`src/rtl/key_filter.sv`:
```
// Push-button debouncer with press/release pulses and an LED mode selector.
// Key_in is asynchronous and active-low. It passes through a two-flop synchroniser.
// A four-state filter then requires CNT_MAX+1 stable samples before it
// accepts a level change. All outputs are registered.

module key_filter #(
  parameter int unsigned CNT_MAX = 999_999
) (
  input  logic       Clk,
  input  logic       Reset_n,
  input  logic       Key_in,
  output logic       Key_press,
  output logic       Key_release,
  output logic       Key_state,
  output logic [1:0] Led_mode
);

  // Counter is wide enough to hold CNT_MAX; guard the degenerate CNT_MAX=0 case.
  localparam int unsigned CntW = (CNT_MAX > 0) ? $clog2(CNT_MAX + 1) : 1;
  localparam logic [CntW-1:0] CntMax = CntW'(CNT_MAX);

  localparam logic [1:0] StIdle   = 2'd0;
  localparam logic [1:0] StFiltDn = 2'd1;
  localparam logic [1:0] StDown   = 2'd2;
  localparam logic [1:0] StFiltUp = 2'd3;

  logic            sync1_q, sync2_q;
  logic            key_s;
  logic [1:0]      state_q, state_d;
  logic [CntW-1:0] cnt_q, cnt_d;
  logic            press_q, press_d;
  logic            release_q, release_d;
  logic            level_q, level_d;
  logic [1:0]      mode_q, mode_d;

  assign key_s = sync2_q;

  // Two-flop synchroniser; idles high (released) out of reset.
  always_ff @(posedge Clk) begin
    if (!Reset_n) begin
      sync1_q <= 1'b1;
      sync2_q <= 1'b1;
    end else begin
      sync1_q <= Key_in;
      sync2_q <= sync1_q;
    end
  end

  // Filter next-state: any bounce sends the filter back to the settled state with cnt cleared.
  always_comb begin
    state_d   = state_q;
    cnt_d     = cnt_q;
    press_d   = 1'b0;
    release_d = 1'b0;
    level_d   = level_q;
    mode_d    = mode_q;
    unique case (state_q)
      StIdle: begin
        if (!key_s) begin
          state_d = StFiltDn;
          cnt_d   = '0;
        end
      end
      StFiltDn: begin
        if (key_s) begin
          state_d = StIdle;
          cnt_d   = '0;
        end else if (cnt_q < CntMax) begin
          cnt_d = cnt_q + CntW'(1);
        end else begin
          state_d = StDown;
          cnt_d   = '0;
          press_d = 1'b1;
          level_d = 1'b1;
          mode_d  = mode_q + 2'd1;
        end
      end
      StDown: begin
        if (key_s) begin
          state_d = StFiltUp;
          cnt_d   = '0;
        end
      end
      StFiltUp: begin
        if (!key_s) begin
          state_d = StDown;
          cnt_d   = '0;
        end else if (cnt_q < CntMax) begin
          cnt_d = cnt_q + CntW'(1);
        end else begin
          state_d   = StIdle;
          cnt_d     = '0;
          release_d = 1'b1;
          level_d   = 1'b0;
        end
      end
      default: begin
        state_d = StIdle;
        cnt_d   = '0;
      end
    endcase
  end

  // Filter state, counter and registered outputs.
  always_ff @(posedge Clk) begin
    if (!Reset_n) begin
      state_q   <= StIdle;
      cnt_q     <= '0;
      press_q   <= 1'b0;
      release_q <= 1'b0;
      level_q   <= 1'b0;
      mode_q    <= 2'd0;
    end else begin
      state_q   <= state_d;
      cnt_q     <= cnt_d;
      press_q   <= press_d;
      release_q <= release_d;
      level_q   <= level_d;
      mode_q    <= mode_d;
    end
  end

  assign Key_press   = press_q;
  assign Key_release = release_q;
  assign Key_state   = level_q;
  assign Led_mode    = mode_q;

endmodule

```
`config.mk`:
```
export PLATFORM = sky130hd
export DESIGN_NAME = key_filter
export DESIGN_NICKNAME = d
export VERILOG_FILES = /design/src/rtl/key_filter.sv
export SDC_FILE = /design/constraint.sdc
export NUM_CORES = 1
export LEC_CHECK = 0
export CAP_MARGIN = 20
export CORE_MARGIN = 2
export CORE_UTILIZATION = 55
export CTS_CLUSTER_SIZE = 30
export DETAILED_ROUTE_END_ITERATION = 6
export GPL_TIMING_DRIVEN = 0
export PLACE_DENSITY = 0.74
export SLEW_MARGIN = 10
export SYNTH_ARGS = -nofsm -noshare
export SYNTH_HDL_FRONTEND = slang
export SYNTH_SLANG_ARGS = --single-unit
```
`constraint.sdc`:
```
create_clock -name Clk -period 4.7 [get_ports Clk]
set_input_delay 0.705 -clock Clk [delete_from_list [all_inputs] [get_ports Clk]]
set_output_delay 0.705 -clock Clk [all_outputs]
set_load 0.1 [all_outputs]
```
==> summary.txt <==
met2 wire length -> 1660 um
FMAX -> 392 MHz
synth warn -> 0
cell internal pwr -> 322 uW
Synth top area share -> 0.394
critical path, cell by cell -> clkdlybuf4s50_1
Mapped Area -> 1470 sq um
peak per-stage delay on the critical path -> 1.14 ns
Die Span X -> 55.7 um
max_cap viols -> 0
Final Cycle Share -> 0.543
post-route antenna net violation count -> 0
sequential fraction of the synthesis area -> 0.394
Placed Area -> 1580 sq um
Worst slew margin -> 0.346
Seq cells post-synth -> 29
Vias -> 1411
count leader, synth -> dfxtp_1
critical path peak fanout -> 4
CP top delay family -> buffers and inverters
HP Class -> reg2reg
total wire length -> 3500 um
fin area -> 1640 sq um
die area -> 3110 sq um
Clk pwr share -> 0.372
Clock transition at path regs -> 0.09 ns
Longest Clk Path Bufs -> 2
Worst Hold Depth -> 1
post-route insts no fill -> 221
pin count of the biggest net entering global routing -> 11
port bufs -> 7
Initial Util -> 0.589
synthesized instance count -> 177
fin. max-slew vios -> 0
clock root cell -> clkbuf_4
DR pass1 iterations -> 4
Seq pwr share -> 0.593
FP Rows -> 18
I/O pin count -> 8
Crit. End Element -> output port
CTS resizes -> 0
P_sw -> 95.4 uW
Hold Startpoint -> sync1_q
unrepaired setup endpoints after global routing -> no
Switching Fraction -> 0.229
Core Region -> 2500 sq um
# Post-CTS Setup Buffers -> 0
combinational share of power -> 0.034
CP max-delay cell -> clkdlybuf4s50_1
Synth top cells by count -> dfxtp_1, nand2_1, a31oi_1
die height -> 55.7 um
Final setup viols -> 0
asr flop ratio synth -> 0
reg-to-reg critical path startpoint -> cnt_q[0]
FF-to-FF setup slack -> 2.55 ns
share of cells above drive strength 1 -> 0.110
DR iter-0 viols -> 30
detailed placement HPWL -> 2490 um
DR WL/cell -> 15.9 um
Final min period -> 2.55 ns
CTS Buf Count -> 5
Sink Count -> 29
unique cell type count in the Yosys netlist -> 47
Setup crit start kind -> register
total grt overflow -> 0
DR top layer -> met4
area leader, netlist -> dfxtp_1
Pwr Density -> 255 nW/um^2
Total Nets Final -> 195
Ant. Diodes -> 0
Synthesized Nets -> 181
sink of the worst hold path -> key_s
CP Data Required Time -> 3.99 ns
Buf/Inv on CP -> 1
placed cells -> 214
first-pass GRT wire length -> 5900 um
maximum vdd drop -> 0.244 mV
RePlAce Congestion -> 0.805
Total GRT Usage -> 0.242
number of global-route vias before repair -> 1277
setup ws final -> 2.15 ns
Mean Syn Cell Area -> 8.32 sq um
status -> completed
setup TNS -> 0 ns
worst slack, placed -> 2.22 ns
met3 routed WL -> 195 um
CTS Hold Bufs -> 0
Via density -> 6.38
clk_lat worst skew -> 0.34 ns
Top FF cell, synth -> dfxtp_1
hold_ws -> 0.426 ns
Synth area leaders -> dfxtp_1, a31oi_1, nand3_1
worst r2r path cells -> 6
M1 wire length -> 1580 um
final hold violation count -> 0
r2r endpoint -> cnt_q[18]
antenna violations before repair -> 0
Total Power -> 417 uW
clk_skew -> 0.00613 ns
Data arrival, critical path -> 1.85 ns
filler cell count -> 229
Core Util, Final -> 0.654
DRC violations left -> 0
CP Class -> reg2out
CTS H-Tree Depth -> 2
Layout area overhead -> 11.0%
Worst Tran Pin Value -> 0.977 ns
Leak Pwr -> 0.573 nW
CTS tree -> yes
EDFF count, synth -> 0
==> per-layer routing <==
metal	track usage	vias to the layer above
met5	0	-
met4	0.122	0
met3	0.0488	8
met2	0.361	42
met1	0.332	668
li1	-	693
==> final cells by class <==
class / instances / area, sq um / area share
buffer: 13 / 71.3 / 0.0436
timing repair buffer: 7 / 70.1 / 0.0428
tap: 30 / 37.5 / 0.0230
multi-input combinational: 129 / 798 / 0.488
clock buffer: 7 / 55.1 / 0.0337
sequential: 29 / 581 / 0.355
inverter: 6 / 22.5 / 0.0138
==> power by group through the flow <==
| stage | combinational, mW | sequential (mW) | clock, mW |
|---|---|---|---|
| 6_report | 0.0144 | 0.247 | 0.155 |
| 3_5_place_dp | 0.0142 | 0.253 | 0 |
| 4_1_cts | 0.0143 | 0.247 | 0.157 |
| 2_1_floorplan | 0.00886 | 0.253 | 0 |
| 5_1_grt | 0.0160 | 0.248 | 0.166 |
| 3_3_place_gp | 0.0137 | 0.253 | 0 |
==> registers in the layout (all words and copies together) (netlist names), named ones only <==
signal       cells
sync1_q          1
cnt_q           20
state_q          1
Key_press        1
Led_mode         2
key_s            1
Key_release      1
Key_state        1
==> placed cells by master, fill, tap and decap left out, drive strengths merged, types with 3 or more instances in the layout <==
cell,netlist,final
clkdlybuf4s50,0,7
nand2b,3,3
a21oi,4,4
o22ai,3,3
nor2,8,8
nand3b,3,3
dfxtp,29,29
and3,8,8
clkbuf,4,11
inv,6,6
o21ai,3,3
o211ai,4,4
nand4,8,8
buf,9,9
nor3,3,3
nand3,14,14
a31oi,17,17
nand2,19,19
==> kinds of logic (layout without fill, tap and decap cells) <==
| group | count (synthesis) | count (layout) | share of synthesized area |
|---|---|---|---|
| muxes | 1 | 1 | 0.00680 |
| adders and majority gates | 1 | 1 | 0.00849 |
| buffers and inverters | 19 | 33 | 0.0637 |
| xor gates and xnor gates | 4 | 4 | 0.0238 |
| AOI/OAI and AO/OA | 46 | 46 | 0.218 |
| DFF | 29 | 29 | 0.394 |
| and+or+nand+nor | 77 | 77 | 0.285 |
==> how the worst max path moves through the flow <==
stage	startpoint	endpoint	slack [ns]	depth (start not counted)
CTS	Led_mode[1]	Led_mode[1]	2.14	1
finish	Led_mode[0]	Led_mode[0]	2.15	1
global route	Led_mode[0]	Led_mode[0]	2.11	1
floorplan	cnt_q[0]	cnt_q[18]	2.96	6
global placement	Reset_n	cnt_q[13]	2.24	6
detailed placement	Reset_n	cnt_q[10]	2.22	6
Note: power is estimated with default switching activity, not from simulation.
